### src/rtl/tx_fifo_arb_if.sv
`default_nettype none
// ============================================================================
// Module      : tx_fifo_arb_if
// Description : Request/ack and FIFO write-side signals of the tx_fifo_arb.
// Revision    : 1.0 - initial release
// ============================================================================
interface tx_fifo_arb_if #(
    parameter int DATA_WD = 8
);
    logic                   rd_req;
    logic [DATA_WD-1:0]     rd_data;
    logic                   rd_ack;
    logic                   alu_req;
    logic [2*DATA_WD-1:0]   alu_data;
    logic                   alu_ack;
    logic                   fifo_full;
    logic [DATA_WD-1:0]     fifo_wr_data;
    logic                   wr_inc;
    logic                   busy;

    // Arbiter side.
    modport slave (
        input  rd_req,
        input  rd_data,
        output rd_ack,
        input  alu_req,
        input  alu_data,
        output alu_ack,
        input  fifo_full,
        output fifo_wr_data,
        output wr_inc,
        output busy
    );

    // Requester / FIFO side.
    modport master (
        output rd_req,
        output rd_data,
        input  rd_ack,
        output alu_req,
        output alu_data,
        input  alu_ack,
        output fifo_full,
        input  fifo_wr_data,
        input  wr_inc,
        input  busy
    );
endinterface
`default_nettype wire

### src/rtl/tx_fifo_arb.sv
`default_nettype none
// ============================================================================
// Module      : tx_fifo_arb
// Description : Round-robin arbiter serialising register-read bytes and
//               two-byte ALU words into an async-FIFO write port.
// Revision    : 1.0 - initial release
// ============================================================================
module tx_fifo_arb #(
    parameter int DATA_WD = 8
) (
    input  wire logic       clk,
    input  wire logic       rst,
    tx_fifo_arb_if.slave    bus
);
    typedef enum logic [1:0] {
        ST_IDLE        = 2'd0,
        ST_SEND_RD     = 2'd1,
        ST_SEND_ALU_LO = 2'd2,
        ST_SEND_ALU_HI = 2'd3
    } state_t;

    state_t                 r_state;
    state_t                 w_state_nxt;
    logic                   r_prio;
    logic [2*DATA_WD-1:0]   r_hold;

    logic                   w_rd_ack;
    logic                   w_alu_ack;
    logic                   w_wr_inc;
    logic [DATA_WD-1:0]     w_wr_data;

    // Grants only from IDLE; a stalled SEND state holds everything in place.
    always_comb begin
        w_state_nxt = r_state;
        w_rd_ack    = 1'b0;
        w_alu_ack   = 1'b0;
        w_wr_inc    = 1'b0;
        w_wr_data   = r_hold[DATA_WD-1:0];
        case (r_state)
            ST_IDLE: begin
                if (bus.rd_req && (!bus.alu_req || !r_prio)) begin
                    w_rd_ack    = 1'b1;
                    w_state_nxt = ST_SEND_RD;
                end else if (bus.alu_req) begin
                    w_alu_ack   = 1'b1;
                    w_state_nxt = ST_SEND_ALU_LO;
                end
            end
            ST_SEND_RD: begin
                w_wr_inc = !bus.fifo_full;
                if (!bus.fifo_full) begin
                    w_state_nxt = ST_IDLE;
                end
            end
            ST_SEND_ALU_LO: begin
                w_wr_inc = !bus.fifo_full;
                if (!bus.fifo_full) begin
                    w_state_nxt = ST_SEND_ALU_HI;
                end
            end
            ST_SEND_ALU_HI: begin
                w_wr_inc  = !bus.fifo_full;
                w_wr_data = r_hold[2*DATA_WD-1:DATA_WD];
                if (!bus.fifo_full) begin
                    w_state_nxt = ST_IDLE;
                end
            end
            default: begin
                w_state_nxt = ST_IDLE;
            end
        endcase
    end

    always_ff @(posedge clk or posedge rst) begin
        if (rst) begin
            r_state <= ST_IDLE;
            r_prio  <= 1'b0;
            r_hold  <= '0;
        end else begin
            r_state <= w_state_nxt;
            if (w_rd_ack) begin
                r_hold <= {{DATA_WD{1'b0}}, bus.rd_data};
                r_prio <= 1'b1;
            end else if (w_alu_ack) begin
                r_hold <= bus.alu_data;
                r_prio <= 1'b0;
            end
        end
    end

    assign bus.rd_ack       = w_rd_ack;
    assign bus.alu_ack      = w_alu_ack;
    assign bus.wr_inc       = w_wr_inc;
    assign bus.fifo_wr_data = w_wr_data;
    assign bus.busy         = (r_state != ST_IDLE);

    a_one_ack: assert property (@(posedge clk) disable iff (rst)
        !(w_rd_ack && w_alu_ack));
    a_ack_idle: assert property (@(posedge clk) disable iff (rst)
        (w_rd_ack || w_alu_ack) |-> (r_state == ST_IDLE));
    a_write_busy: assert property (@(posedge clk) disable iff (rst)
        w_wr_inc |-> (r_state != ST_IDLE));
endmodule
`default_nettype wire

### src/flat_wrapper.sv
// flat-port wrapper written by rule: the top's interface ports become plain ports
module tx_fifo_arb_flat 
#(
    parameter int DATA_WD = 8
)
  (clk, rst, bus_rd_req, bus_rd_data, bus_rd_ack, bus_alu_req, bus_alu_data, bus_alu_ack, bus_fifo_full, bus_fifo_wr_data, bus_wr_inc, bus_busy);
  tx_fifo_arb_if #(.DATA_WD(DATA_WD)) bus_i ();
  input  wire logic clk;
  input  wire logic rst;
  input wire logic [$bits(bus_i.rd_req)-1:0] bus_rd_req;
  input wire logic [$bits(bus_i.rd_data)-1:0] bus_rd_data;
  output wire logic [$bits(bus_i.rd_ack)-1:0] bus_rd_ack;
  input wire logic [$bits(bus_i.alu_req)-1:0] bus_alu_req;
  input wire logic [$bits(bus_i.alu_data)-1:0] bus_alu_data;
  output wire logic [$bits(bus_i.alu_ack)-1:0] bus_alu_ack;
  input wire logic [$bits(bus_i.fifo_full)-1:0] bus_fifo_full;
  output wire logic [$bits(bus_i.fifo_wr_data)-1:0] bus_fifo_wr_data;
  output wire logic [$bits(bus_i.wr_inc)-1:0] bus_wr_inc;
  output wire logic [$bits(bus_i.busy)-1:0] bus_busy;
  assign bus_i.rd_req = bus_rd_req;
  assign bus_i.rd_data = bus_rd_data;
  assign bus_rd_ack = bus_i.rd_ack;
  assign bus_i.alu_req = bus_alu_req;
  assign bus_i.alu_data = bus_alu_data;
  assign bus_alu_ack = bus_i.alu_ack;
  assign bus_i.fifo_full = bus_fifo_full;
  assign bus_fifo_wr_data = bus_i.fifo_wr_data;
  assign bus_wr_inc = bus_i.wr_inc;
  assign bus_busy = bus_i.busy;
  tx_fifo_arb #(.DATA_WD(DATA_WD)) u_core (.clk(clk), .rst(rst), .bus(bus_i));
endmodule
### config.mk
export PLATFORM = sky130hd
export DESIGN_NAME = tx_fifo_arb_flat
export DESIGN_NICKNAME = d
export VERILOG_FILES = /design/src/rtl/tx_fifo_arb_if.sv /design/src/rtl/tx_fifo_arb.sv /design/src/flat_wrapper.sv
export SDC_FILE = /design/constraint.sdc
export NUM_CORES = 1
export LEC_CHECK = 0
export ABC_AREA = 1
export CORE_MARGIN = 4
export CORE_UTILIZATION = 42
export CTS_BUF_LIST = sky130_fd_sc_hd__clkbuf_4 sky130_fd_sc_hd__clkbuf_8
export CTS_CLUSTER_DIAMETER = 30
export CTS_CLUSTER_SIZE = 24
export DETAILED_ROUTE_END_ITERATION = 7
export PLACE_DENSITY_LB_ADDON = 0.12
export SETUP_SLACK_MARGIN = 0.5
export SYNTH_ARGS = -nofsm -noshare
export SYNTH_HDL_FRONTEND = slang
export SYNTH_SLANG_ARGS = --single-unit
export TNS_END_PERCENT = 5
### constraint.sdc
create_clock -name clk -period 1.3 [get_ports clk]
set_clock_uncertainty 0.1 [all_clocks]
set_input_delay 0.26 -clock clk [delete_from_list [all_inputs] [get_ports clk]]
set_output_delay 0.26 -clock clk [all_outputs]
set_load 0.02 [all_outputs]
==> flow_summary.toml <==
[route]
drt_wl_total_mm = 2.94
ant_nets = 0
drtIter0Drc = 21
drt_pass1_iterations = 4
via_per_inst = 4.70
wl_per_cell_um = 12.8
drcViolationCount = 0
vias = 1082

[pwr]
p_total_mw = 4.14
power_frac_comb_pct = 65.0
internal-power_mw = 2.41
p_sw_share_pct = 41.7
seqPwrFrac_pct = 27.6
p_per_area_nw_per_um2 = 2230
max-vdd-ir-drop_mv = 1.55
p_leak_nw = 1.01
netSwitchingPower_mw = 1.72
clkPwrFrac_pct = 7.4

[clock_network]
tritoncts = "yes"
insertion_delay_ps = 290
clkSinkCount = 19
cts_buffers = 3
clockBufferDepth = 2
cts_htree_levels = 1
hold_buffers = 0
clkTransAtPathRegs_ps = 120
cts-root-buf = "clkbuf_4"

[worst_hold_path]
min_path_type = "input port to async pin"

[global_route]
grt_antenna_before_repair = 0
grt_pass1_vias = 1057
grt.total_usage_pct = 16.6
grt.overflow.total = 0
grt_max_degree = 20
grt_pass1_wl_mm = 4.62

[worst_setup_path]
worstSetupPathType = "flip-flop to primary output"
crit_path_end_kind = "primary output"
cpPeakStageDelay_ps = 500
crit_family = "flip-flops"
path_buf_inv = 1
arrival_ps = 1390
timing.rr.end = "u_core.r_hold[7]$_DFFE_PP0P_"
path_cells = "nand2_8 > mux2_4 > buf_6"
crit_fanout = 8
worst-r2r-cell-count = 8
reg2reg_setup_slack_ps = -240
reg2reg_from = "u_core.r_state[1]$_DFFE_PP0P_"
startpoint_type = "flip-flop"
worstPathRequired_ps = 940
crit_slowest_cell = "dfrtp_2"

[placement]
dp.final_hpwl_mm = 2.25
gp_congestion = 0.843
numPlacedInstances = 225
io_buffer_count = 40

[yosys]
syn_nets = 169
yosys_warnings = 0
synth_cell_types = 17
synth_area_um2 = 1160
yosysSeqAreaShare_pct = 41.1
synth-seq-cells = 19
synth.avg_cell_area_um2 = 8.26
syn-instance-count = 140

[run]
maxCapViolCount = 0

[finish]
final_cell_mix = "nand2_1, clkdlybuf4s50_1, inv_1, dfrtp_1"
layout_commonest_cell = "nand2_1"
fin_util_pct = 73.0
ff_latch_area_um2 = 478
num_antenna_cells = 0
synthToLayoutAreaGrowth_pct = 60.7
multi_input_area_um2 = 632
fillers = 197
layout-drive-gt1-share_pct = 35.5
layout.cells.non_filler = 230
final_nets = 230

[floorplan]
chipWidth_um = 60.5
coreArea_um2 = 2540
num_io_pins = 41
initial_core_util_pct = 45.4
dieArea_um2 = 3660
fp-row-count = 18
die_h_um = 60.5

[sta]
slew_viol_final = 0
max_freq_ghz = 0.572
setup_viol = 31
timing.final.hold_violations = 0
finalCriticalPeriod_ps = 1750
worst_slew_pin_slew_ps = 254
tns_ps = -9440
setup_slack_ps = -449
relSlewSlack_pct = 83.1
rsz0062_at_grt = "true"
fin_crit_sh_pct = 135

[outcome]
violations = "negative setup slack"
status = "finished with violations"
-- routing by layer --
metal  wire (µm)  part of all wire (%)  vias to the layer above  track usage, %
met2        1510                    51                       28            30.6
li1            -                     -                      553               -
met4           0                     0                        0            2.48
met1        1260                    43                      501            20.7
met5           0                     0                        -               0
met3         170                   5.8                        0            2.77
-- cells by family after synthesis --
logic type             share of synthesized area, %
AO/OA/AOI/OAI                                  2.17
AND/OR/NAND/NOR                                38.5
flip-flops                                     41.1
buffers and inverters                          10.4
multiplexers                                   7.79
-- final cells by class --
type | count | share of cell area [%]
Multi-Input combinational cell | 96 | 34.0
Clock inverter | 1 | 0.269
Clock buffer | 3 | 1.21
Tap cell | 30 | 2.02
Timing Repair Buffer | 60 | 32.4
Inverter | 21 | 4.38
Sequential cell | 19 | 25.7
-- cells in the mapped netlist --
library cell | number | area (µm²)
nand2_4 | 3 | 33.8
nor2_4 | 1 | 11.3
nand4_1 | 8 | 50.1
nand3_1 | 8 | 40.0
o21ai_2 | 1 | 8.76
nand2_1 | 59 | 221
inv_2 | 1 | 3.75
nand2_2 | 1 | 6.26
buf_4 | 1 | 7.51
mux2_2 | 8 | 90.1
nor2_8 | 3 | 60.1
dfrtp_1 | 19 | 475
inv_1 | 20 | 75.1
nand3_2 | 1 | 10.0
nor2_2 | 2 | 12.5
o21ai_4 | 1 | 16.3
buf_6 | 3 | 33.8
-- repair_timing --
| item | 4_1_cts | 5_1_grt |
|---|---|---|
| resized for setup | 78 | 8 |
| setup buffers | 1 | 0 |
| pin swaps | 5 | 4 |
| endpoints found under the setup margin | 31 | 31 |
-- worst reg2reg max path, stage by stage (launching register included) --
cell	delay [ps]
dfrtp_2	490
buf_12	150
nor2_8	120
buf_6	130
buf_6	120
o21ai_4	80
buf_12	150
nand2_1	60
nand2_1	50
-- power by group through the flow --
stage	clock, mW	combinational [mW]	sequential (mW)
after CTS	0.304	2.67	1.12
after global routing	0.320	2.90	1.17
after global placement	0	2.44	1.10
final	0.306	2.69	1.14
after floorplan	0	1.51	1.08
after detailed placement	0	2.47	1.11
-- registers in the layout, summed over array words and instances (netlist names) --
signal          cells
u_core.r_hold      16
u_core.r_prio       1
u_core.r_state      2
-- per-stage QoR --
stage	area, µm²	hold WS [ps]	worst slack (ps)
after floorplan	1200	111	-10.3
after global placement	1760	361	-813
after detailed placement	1760	370	-828
after CTS	1840	193	-459
after global routing	1860	208	-481
final	1860	181	-449
-- worst max path at each step --
stage          slack (ps)             endpoint  cells past startpoint                          start
2_1_floorplan         -10  bus_fifo_wr_data[0]                      2  u_core.r_state[1]$_DFFE_PP0P_
3_3_place_gp         -810          bus_alu_ack                      6                    bus_alu_req
3_5_place_dp         -830          bus_alu_ack                      6                    bus_alu_req
4_1_cts              -460  bus_fifo_wr_data[7]                      3  u_core.r_state[0]$_DFFE_PP0P_
5_1_grt              -480  bus_fifo_wr_data[6]                      3  u_core.r_state[0]$_DFFE_PP0P_
6_report             -450  bus_fifo_wr_data[7]                      3  u_core.r_state[0]$_DFFE_PP0P_
Note: power is estimated with default switching activity, not from simulation.
